<file path="src/rtl/sig_dump_uart.sv">
// sig_dump_uart: reads the word range [begin, end) over a request/grant port
// and streams each word as eight lowercase hex characters plus a line feed on
// an 8N1 UART transmit pin.
`timescale 1ns/1ps

module sig_dump_uart #(
  parameter int BAUD_DIV = 434
) (
  input  logic        clk,
  input  logic        rst,
  input  logic        start_i,
  input  logic [31:0] begin_addr_i,
  input  logic [31:0] end_addr_i,
  output logic        mem_req_o,
  output logic [31:0] mem_addr_o,
  input  logic        mem_gnt_i,
  input  logic [31:0] mem_data_i,
  output logic        tx_pin_o,
  output logic        busy_o,
  output logic        done_o
);

  localparam logic [15:0] BAUD_LAST = 16'(BAUD_DIV - 1);

  typedef enum logic [2:0] {
    IDLE,
    FETCH,
    LOAD,
    SHIFT,
    NEXT,
    DONE
  } state_t;

  state_t      state;
  state_t      state_nxt;
  logic [31:0] cur_addr;
  logic [31:0] end_addr;
  logic [31:0] word_reg;
  logic [3:0]  char_idx;
  logic [3:0]  bit_cnt;
  logic [15:0] baud_cnt;
  logic [9:0]  shifter;

  logic [31:0] begin_aligned;
  logic [31:0] end_aligned;
  logic [32:0] cur_inc;
  logic [3:0]  nibble;
  logic [7:0]  char_code;
  logic        bit_end;
  logic        frame_end;

  // Address alignment, next-word address with carry, and the ASCII character for the current index
  always_comb begin
    begin_aligned = {begin_addr_i[31:2], 2'b00};
    end_aligned   = {end_addr_i[31:2], 2'b00};
    cur_inc       = {1'b0, cur_addr} + 33'd4;
    nibble        = word_reg[31:28];
    bit_end       = (baud_cnt == BAUD_LAST);
    frame_end     = bit_end && (bit_cnt == 4'd9);
    char_code     = 8'h0A;
    if (char_idx != 4'd8) begin
      if (nibble < 4'd10) begin
        char_code = 8'h30 + {4'h0, nibble};
      end else begin
        char_code = 8'h57 + {4'h0, nibble};
      end
    end
  end

  // State register
  always_ff @(posedge clk) begin
    if (!rst) begin
      state <= IDLE;
    end else begin
      state <= state_nxt;
    end
  end

  // Next-state decode and state-derived outputs
  always_comb begin
    state_nxt  = state;
    mem_req_o  = 1'b0;
    busy_o     = 1'b1;
    done_o     = 1'b0;
    mem_addr_o = cur_addr;
    tx_pin_o   = shifter[0];
    case (state)
      IDLE: begin
        busy_o = 1'b0;
        if (start_i) begin
          state_nxt = (begin_aligned >= end_aligned) ? DONE : FETCH;
        end
      end
      FETCH: begin
        mem_req_o = 1'b1;
        if (mem_gnt_i) begin
          state_nxt = LOAD;
        end
      end
      LOAD: begin
        state_nxt = SHIFT;
      end
      SHIFT: begin
        if (frame_end) begin
          state_nxt = (char_idx == 4'd8) ? NEXT : LOAD;
        end
      end
      NEXT: begin
        state_nxt = (cur_inc[32] || (cur_inc[31:0] >= end_addr)) ? DONE : FETCH;
      end
      DONE: begin
        done_o    = 1'b1;
        state_nxt = IDLE;
      end
      default: begin
        state_nxt = IDLE;
      end
    endcase
  end

  // Datapath: address capture, word latch, frame build and bit-serial shifting
  always_ff @(posedge clk) begin
    if (!rst) begin
      cur_addr <= 32'h0;
      end_addr <= 32'h0;
      word_reg <= 32'h0;
      char_idx <= 4'd0;
      bit_cnt  <= 4'd0;
      baud_cnt <= 16'd0;
      shifter  <= '1;
    end else begin
      case (state)
        IDLE: begin
          if (start_i) begin
            cur_addr <= begin_aligned;
            end_addr <= end_aligned;
          end
        end
        FETCH: begin
          if (mem_gnt_i) begin
            word_reg <= mem_data_i;
            char_idx <= 4'd0;
          end
        end
        LOAD: begin
          shifter  <= {1'b1, char_code, 1'b0};
          word_reg <= {word_reg[27:0], 4'h0};
          baud_cnt <= 16'd0;
          bit_cnt  <= 4'd0;
        end
        SHIFT: begin
          if (bit_end) begin
            baud_cnt <= 16'd0;
            shifter  <= {1'b1, shifter[9:1]};
            bit_cnt  <= bit_cnt + 4'd1;
            if (bit_cnt == 4'd9 && char_idx != 4'd8) begin
              char_idx <= char_idx + 4'd1;
            end
          end else begin
            baud_cnt <= baud_cnt + 16'd1;
          end
        end
        NEXT: begin
          cur_addr <= cur_inc[31:0];
        end
        default: begin
        end
      endcase
    end
  end

endmodule

</file>
<file path="config.mk">
export PLATFORM = sky130hd
export DESIGN_NAME = sig_dump_uart
export DESIGN_NICKNAME = d
export VERILOG_FILES = /design/src/rtl/sig_dump_uart.sv
export SDC_FILE = /design/constraint.sdc
export NUM_CORES = 1
export LEC_CHECK = 0
export CAP_MARGIN = 20
export CORE_AREA = 8 8 136 138
export CTS_CLUSTER_SIZE = 40
export DETAILED_ROUTE_END_ITERATION = 7
export DIE_AREA = 0 0 144 146
export HOLD_SLACK_MARGIN = 0.1
export PLACE_DENSITY = 0.85
export SLEW_MARGIN = 20
export SYNTH_ARGS = -nofsm -noshare
export SYNTH_HDL_FRONTEND = slang
export SYNTH_SLANG_ARGS = --single-unit
</file>
<file path="constraint.sdc">
create_clock -name clk -period 3.4 [get_ports clk]
set_input_delay 0.51 -clock clk [delete_from_list [all_inputs] [get_ports clk]]
set_output_delay 0.51 -clock clk [all_outputs]
set_load 0.05 [all_outputs]
</file>
==> qor.yml <==
outcome: "finished clean"
synthToLayoutAreaGrowth_pct: 29.0
synthesis.area_mm2: 0.00765
synth_edf_count: 0
setup_viol: 0
ir_drop_v: 0.000398
yosysWarnings: 0
synth_common_cells: "nand2_1, dfxtp_1, nor2_1, a21oi_1, inv_1"
whs_path_depth: 2
cts_num_sinks: 128
endpoint_kind: "register"
wl_met1_mm: 9.72
arrival_ns: 3.58
nets: 1262
synthArstFlopShare_pct: 0
dr_wl_met3_mm: 1.17
fin_hold_ws_ns: 0.457
yosysUniqueCellTypes: 64
p_int_w: 0.00330
final_area_mm2: 0.00986
largest_register_ff_count: 32
cts_made_buffers: 17
fin_skew_ns: 0.0117
drt_iter0_drc: 570
wl_per_cell_um: 16.3
design.die.area_mm2: 0.0210
port-buffer-count: 129
grt_pass1_wl_mm: 35.2
preCtsSetupSlack_ns: 0.0807
wl_mm: 21.6
period_share_pct: 96.3
p_sw_share_pct: 34.8
top_layer: "met4"
pwr-share-clk_pct: 35.0
synth.area.top_cells: "dfxtp_1, ha_1, nand2_1"
cts_tree: "done"
drt-vias-per-instance: 5.57
grt-ovfl-total: 0
worstPathMaxFanout: 7
slew_headroom_pct: 55.0
dr_wl_met2_mm: 9.92
powerDensity_mw_per_mm2: 514
syn_inst: 966
antenna_found_initial: 0
gp_congestion: 0.879
die_y_um: 146
layout_setup_ws_ns: 0.126
drc: 0
grt_max_degree: 45
start_kind: "register"
synthFlopType: "dfxtp_1"
postRouteAntennaNets: 0
leakagePower_nw: 4.27
ys_seq_elements: 128
maxCapViolCount: 0
syn_avg_cell_area_um2: 7.92
combPwrFrac_pct: 29.1
htreeDepth: 4
clock_latency_ns: 0.42
yosysSeqAreaShare_pct: 33.5
critPathKind: "register to register"
ios: 136
placementRows: 47
die_x_um: 144
p_sw_w: 0.00177
place_area_mm2: 0.00927
pwr-share-seq_pct: 35.9
clockBufferDepth: 2
grtUsageTotal_pct: 20.7
synth_top_cell_by_area: "dfxtp_1"
clk_pin_slew_ns: 0.07
critPathRequiredTime_ns: 3.71
layout-drive-gt1-share_pct: 8.13
n_fill_cell: 1396
start_util_pct: 46.9
finalHoldViolations: 0
num_vias: 7392
synthDominantCellAreaShare_pct: 33.5
tightest_slew_ns: 0.674
hp-class: "register to register"
hpwl_mm: 16.0
root_buffer: "clkbuf_16"
grt_pass1_vias: 7327
drtPass1Iterations: 7
rr_worst_depth: 12
max_clock_freq_mhz: 305
core_region_area_mm2: 0.0163
period_needed_ns: 3.27
finalMaxSlewViolations: 0
yosys.cell_count.top_type: "nand2_1"
diodes: 0
[cell type report]
type | count | area [um^2] | area share (%)
clock inverter | 15 | 149 | 1.51
tap | 220 | 275 | 2.79
multi-input combinational | 719 | 4660 | 47.2
inverter | 71 | 267 | 2.70
sequential | 128 | 2570 | 26.1
clock buffer | 17 | 425 | 4.31
timing repair buffer | 157 | 1510 | 15.4
[cell families after synthesis]
family                     share of synthesized area, %
muxes                                              4.47
adders and majority gates                          11.1
DFF                                                33.5
xor gates and xnor gates                           4.93
and+or+nand+nor                                    22.2
AOI/OAI and AO/OA                                  17.7
buffers and inverters                              6.01
other                                            0.0490
[layer usage]
layer	vias up	track usage, %
met3	53	3.87
met4	0	9.63
li1	3649	-
met2	260	32.6
met5	-	0
met1	3430	26.5
[what timing repair did]
item	4_1_cts	5_1_grt
resized for setup	0	5
setup endpoints to repair	0	1
hold buffers	0	0
setup buffers	0	0
[critical path: stages, from the launching register on]
cell and delay (ns):
dfxtp_2 0.39, nand3_1 0.19, or4_4 0.52, nor3_4 0.26, nand2_4 0.09, nor2_1 0.13
xor2_1 0.25, ha_1 0.24, nand4_1 0.17, nor3_2 0.22, nand3_1 0.13, o31a_1 0.32
o311ai_0 0.25
[power groups by stage]
stage	clock network, W	logic [W]	registers (W)
after detailed placement	0	0.00146	0.00185
after CTS	0.00180	0.00147	0.00182
final	0.00177	0.00148	0.00182
after floorplan	0	0.000828	0.00197
after global routing	0.00187	0.00162	0.00185
after global placement	0	0.00142	0.00184
[metrics by stage]
stage | utilization [%] | TNS [ns] | cells | power [W]
finish | 60.5 | 0 | 1327 | 0.00507
global route | 60.5 | -0.0292 | 1327 | 0.00534
CTS | 60.4 | 0 | 1327 | 0.00508
detailed placement | 56.9 | 0 | 1295 | 0.00330
global placement | 56.9 | 0 | 1295 | 0.00326
floorplan | - | 0 | 967 | 0.00280
[final timing paths]
kind	from	end	slack, ns
min reg2reg	end_addr[6]	end_addr[6]	0.46
max reg2reg	mem_addr_o[8]	state[2]	0.13
min	end_addr[6]	end_addr[6]	0.46
max	mem_addr_o[8]	state[2]	0.13
[cells in the final DEF, fill, tap and decap left out, types with 3 or more instances in the layout]
| master | Yosys | layout |
|---|---|---|
| nand2_1 | 147 | 146 |
| clkdlybuf4s50_1 | 0 | 129 |
| dfxtp_1 | 128 | 121 |
| nor2_1 | 103 | 102 |
| inv_1 | 70 | 70 |
| a21oi_1 | 70 | 70 |
| ha_1 | 68 | 68 |
| a211oi_1 | 35 | 35 |
| mux2i_1 | 33 | 33 |
| nand3_1 | 28 | 28 |
| buf_4 | 2 | 27 |
| xnor2_1 | 26 | 25 |
| o21ai_0 | 23 | 23 |
| nand4_1 | 21 | 21 |
| xor2_1 | 17 | 17 |
| clkbuf_16 | 0 | 17 |
| nor3_1 | 17 | 16 |
| o211ai_1 | 11 | 11 |
| o211a_1 | 10 | 10 |
| and3_1 | 6 | 6 |
| and4_1 | 6 | 6 |
| a31oi_1 | 6 | 6 |
| a311oi_1 | 6 | 6 |
| a21o_1 | 6 | 6 |
| dfxtp_2 | 0 | 6 |
| nor4_1 | 5 | 5 |
| nor3b_1 | 5 | 5 |
| or3_1 | 6 | 5 |
| a22oi_1 | 5 | 5 |
| inv_6 | 0 | 5 |
| a222oi_1 | 4 | 4 |
| clkinvlp_4 | 0 | 4 |
| nand2_2 | 2 | 3 |
| and2_1 | 4 | 3 |
| nor2b_1 | 3 | 3 |
| a221oi_1 | 3 | 3 |
| nand2b_1 | 3 | 3 |
Power figures use the tool's default switching activity.
==> RTL edit 1, RTL diff (same flow settings) <==
Make the reset (`rst`) asynchronous in 2 clocked blocks.
--- a/src/rtl/sig_dump_uart.sv
+++ b/src/rtl/sig_dump_uart.sv
@@ -68,7 +68,7 @@
   end
 
   // State register
-  always_ff @(posedge clk) begin
+  always_ff @(posedge clk or negedge rst) begin
     if (!rst) begin
       state <= IDLE;
     end else begin
@@ -119,7 +119,7 @@
   end
 
   // Datapath: address capture, word latch, frame build and bit-serial shifting
-  always_ff @(posedge clk) begin
+  always_ff @(posedge clk or negedge rst) begin
     if (!rst) begin
       cur_addr <= 32'h0;
       end_addr <= 32'h0;
Function: differs if rst is asserted again (counterexample within 4 cycles, from zero or initial values and one cycle with rst low); with rst held inactive, the same outputs for 10 cycles.
==> RTL edit 1 against the original RTL <==
- maximum frequency rose by 4.0%
- setup slack improved by 0.13 ns
- die area did not move
- design area rose by 3.8%
- final cell count barely moved
- sequential cell count did not move
- synthesized area rose by 4.6%
- wire length rose by 3.1%
- global-route usage rose by 0.83 points
- critical path type unchanged
- highest routed layer unchanged
Power is not compared: it rests on default switching activity, and its combinational part moved more than twofold at a synthesized area within 25%.
==> RTL edit 1: results (changes against the original RTL) <==
[grt]
grt_pass1_vias = 7372  ; +0.61%
grtUsageMet1 = 0.273  ; +0.00772
track_usage = 0.215  ; +0.00832
use_met3 = 0.0404  ; +0.00164
grt_max_degree = 91  ; +100%
met2_usage = 0.347  ; +0.0205

[timing]
worst_pin_slew_ns = 0.750  ; +0.0756 ns
skew_ns = 0.00940  ; -0.00231 ns

[routing]
drt-total-wl_mm = 22.3  ; +3.1%
vias = 7538  ; +2.0%

[synth]
yosys-top-cells-count = nand2_1 (175), dfrtp_1 (119), nor2_1 (97)
syn_area_per_cell_um2 = 8.22  ; +3.8%
netlist_top_cells_area = dfrtp_1 (37%), ha_1 (11%), nand2_1 (8.2%)
postSynth.asyncResetShare = 1.00  ; +1.00
ys_seq_area_frac = 0.402  ; +0.0666

[setup_path]
crit_arrival_ns = 3.43  ; -0.15 ns
cp-startpoint = mem_addr_o[4]$_DFFE_PN0P_
path_max_fanout = 8  ; +1

[placement]
place_hpwl_mm = 15.8  ; -1.2%
place_area_mm2 = 0.00952  ; +2.8%
globalplace.congestion = 0.873  ; -0.72%

[final_layout]
register_area_mm2 = 0.00321  ; +25%
nets = 1264  ; +0.16%
fillers = 1359  ; -2.7%

[outcome]
status = completed

[worst_hold_path]
worstHoldStart = shifter[8]$_DFFE_PN1P_

==> RTL edit 1: cell type report <==
type                       count  area share
inverter                      80      0.0293
timing repair buffer         148       0.141
multi-input combinational    720       0.422
clock buffer                  21      0.0469
clock inverter                11      0.0197
sequential                   128       0.314
tap                          220      0.0269
==> RTL edit 1: per-layer routing <==
layer  vias to the layer above  part of all wire
met5                         -                 0
met3                        60             0.069
li1                       3585                 -
met4                         0             0.037
met1                      3587              0.41
met2                       306              0.48
==> RTL edit 1: path summary, 6_finish.rpt <==
path                                         endpoint  depth (start not counted)  slack, ns
max in group asynchronous      shifter[3]$_DFFE_PN1P_                          3       1.90
max reg2reg                      state[2]$_DFFE_PN0P_                         12       0.25
min                            shifter[8]$_DFFE_PN1P_                          2       0.47
max                              state[2]$_DFFE_PN0P_                         12       0.25
min in group asynchronous  mem_addr_o[22]$_DFFE_PN0P_                          2       0.60
min reg2reg                    shifter[8]$_DFFE_PN1P_                          2       0.47
==> RTL edit 1: worst max-delay path: stages (launching register included) <==
cell and delay, ns:
dfrtp_1 0.48, and4_1 0.37, nand3_2 0.24, nor3_1 0.37, nand3_1 0.20, xnor2_1 0.17, ha_1 0.31, a21oi_1 0.17
a21oi_1 0.09, a211oi_1 0.21, nor2_1 0.07, o21ai_0 0.21, a31oi_1 0.11
==> RTL edit 1: logic make-up (layout without fill, tap and decap cells) <==
family | after synthesis | in the layout | share of synthesized area
flip-flops | 128 | 128 | 0.402
AO/OA/AOI/OAI | 219 | 219 | 0.163
XOR/XNOR | 39 | 39 | 0.0427
buffers and inverters | 127 | 260 | 0.0624
AND/OR/NAND/NOR | 391 | 391 | 0.221
other | 1 | 2 | 0.000469
adder cells (fa/ha/maj) | 69 | 69 | 0.108
==> RTL edit 1: report_power, final <==
part | switching, mW | internal, mW | leakage [nW]
Clock | 0.716 | 1.39 | 0.330
Sequential | 0.531 | 2.17 | 1.55
Combinational | 2.70 | 1.62 | 2.69
Total | 3.95 | 5.18 | 4.57
==> RTL edit 1: stage by stage <==
| step | power (mW) | hold WS (ns) | worst slack, ns |
|---|---|---|---|
| after global placement | 6.78 | 0.444 | 0.342 |
| after global routing | 9.76 | 0.498 | 0.0330 |
| final | 9.13 | 0.468 | 0.252 |
| after detailed placement | 6.95 | 0.461 | 0.253 |
| after floorplan | 5.62 | 0.214 | 0.181 |
| after CTS | 9.13 | 0.472 | 0.169 |
==> RTL edit 1: repair_timing <==
action	4_1_cts	5_1_grt
gates resized for setup	0	5
hold buffers	1	0
endpoints found under the setup margin	0	1
hold endpoints to repair	38	0
==> RTL edit 2, RTL diff (same settings) <==
Without the edit above. The parameter `BAUD_DIV` goes from 434 to 256.
--- a/src/rtl/sig_dump_uart.sv
+++ b/src/rtl/sig_dump_uart.sv
@@ -4,7 +4,7 @@
 `timescale 1ns/1ps
 
 module sig_dump_uart #(
-  parameter int BAUD_DIV = 434
+  parameter int BAUD_DIV = 256
 ) (
   input  logic        clk,
   input  logic        rst,
Check against the original RTL: same outputs for any inputs over 10 cycles, from zero or initial values and one cycle with rst low; that may be too few to reach the edited logic, so the function may still have changed.
==> RTL edit 2 against the original RTL <==
- total power is 3.0% higher
- sequential share of layout area is 0.20 points higher
- via count is 1.1% higher
- sequential cell count stayed put
- highest routed layer is now met5
- clock skew is 0.0035 ns lower
- largest cell class unchanged
- design area is 1.1% lower
- die area stayed put
- synthesized area hardly changed
- critical path type unchanged
- critical path depth is 2 higher
- combinational power is 3% higher
- setup slack better by 0.025 ns
- wire length is 2.4% lower
==> RTL edit 2: results (changes against the original RTL) <==
[grt]
antenna_found_initial = 2  ; +2
met2_usage = 0.319  ; -0.00708
grt_pass1_vias = 7297  ; -0.41%
grt_pass1_wl_mm = 34.7  ; -1.3%
use_met3 = 0.0564  ; +0.0177
track_usage = 0.202  ; -0.00464
grtUsageMet1 = 0.251  ; -0.0138
grt_max_degree = 57  ; +27%

[synth]
syn_area_per_cell_um2 = 7.66  ; -3.3%
netlist_top_cells_area = dfxtp_1 (34%), ha_1 (11%), nand2_1 (11%)
ys_seq_area_frac = 0.335  ; about the same
synth_cell_types = 63  ; -1.6%
postSynth.asyncResetShare = 0  ; unchanged
yosys-top-cells-count = nand2_1 (219), dfxtp_1 (128), nor2_1 (91)

[timing]
worst_pin_slew_ns = 1.01  ; +0.331 ns
skew_ns = 0.00817  ; -0.00354 ns
slew_viol_final = 0  ; unchanged
final_hold_viol_count = 0  ; unchanged

[cts]
clock_latency_ns = 0.42  ; about the same
path_clk_slew_ns = 0.06

[setup_path]
cpPeakStageDelay_ns = 0.41  ; -0.11 ns
cp.required_ns = 3.69  ; -0.02 ns
cp_slowest_cell = or3_4
timing.rr.start = mem_addr_o[2]$_SDFFE_PN0P_
path_max_fanout = 6  ; -1

[routing]
drt-total-wl_mm = 21.1  ; -2.4%
dr_wl_met2_mm = 9.91  ; -0.17%
first_iter_violations = 564  ; -1.1%
route.met3.wl_mm = 1.64  ; +40%
wl_met1_mm = 8.99  ; -7.6%
highest_layer = met5
firstDrtPassIters = 5  ; -2
vias = 7476  ; +1.1%

[final_layout]
nets = 1271  ; +0.71%
antenna_cells = 0  ; unchanged
fillers = 1435  ; +2.8%
layout.cells.non_filler = 1337  ; +0.75%
largest_reg_flops = 32  ; unchanged
drive_gt1_frac = 0.0618  ; -0.0195

[power_and_ir_drop]
seq-power_mw = 1.86  ; +2%
ir_drop_v = 0.000354  ; -11%
p_leak_nw = 4.08  ; -4.5%
p_sw_frac = 0.348  ; -0.000466
p_clk_mw = 1.84  ; +4%
power.share.clock = 0.353  ; +0.003

[placement]
place_hpwl_mm = 15.1  ; -5.7%
place_area_mm2 = 0.00913  ; -1.4%
place_ws_ns = 0.0754  ; -0.00529 ns
globalplace.congestion = 0.826  ; -6.0%

[outcome]
status = completed

[worst_hold_path]
worstHoldStart = end_addr[21]$_SDFFE_PN0P_

RTL edit 2: cell types whose count changed after synthesis, moves of 6 or more:
cell / before / now
clkbuf_1: 39 / 50
xor2_1: 17 / 26
a311oi_1: 6 / 32
nand4_1: 21 / 15
nor2_1: 103 / 91
a211oi_1: 35 / 4
xnor2_1: 26 / 16
mux2i_1: 33 / 1
nand2_1: 147 / 219
buf_1: 7 / 1
a21oi_1: 70 / 77
RTL edit 2: final timing paths:
path | end | slack (ns) | cells past startpoint
max | state[2]$_SDFFE_PN0P_ | 0.15 | 14
min | end_addr[21]$_SDFFE_PN0P_ | 0.45 | 2
max reg2reg | state[2]$_SDFFE_PN0P_ | 0.15 | 14
min reg2reg | end_addr[21]$_SDFFE_PN0P_ | 0.45 | 2
RTL edit 2: final cells by class:
cell class	instances	area [um2]	area share
Multi-Input combinational cell	746	4650	0.477
Sequential cell	128	2570	0.263
Timing Repair Buffer	141	1410	0.144
Clock buffer	19	443	0.0454
Tap cell	220	275	0.0282
Inverter	70	263	0.0269
Clock inverter	13	153	0.0156
RTL edit 2: repair_timing:
item                       CTS  global route
gates resized for setup      1             5
pin swaps                    0             0
gates cloned                 0             0
setup endpoints to repair    1             1
RTL edit 2: cells by family after synthesis:
group           after synthesis  synth area share
compound gates              205             0.182
xor+xnor                     42            0.0481
fa+ha+maj                    67             0.110
buf+inv                     126            0.0633
flops                       128             0.335
mux                           1           0.00131
other cells                   1          0.000490
simple gates                429             0.260
RTL edit 2: worst max-delay path: cells and delay by family, from the launching register on:
family                     cells  cell delay, ns
buffers and inverters          1            0.17
DFF                            1            0.40
AOI/OAI and AO/OA              4            0.74
adders and majority gates      2            0.55
and+or+nand+nor                6            1.07
xor gates and xnor gates       1            0.18
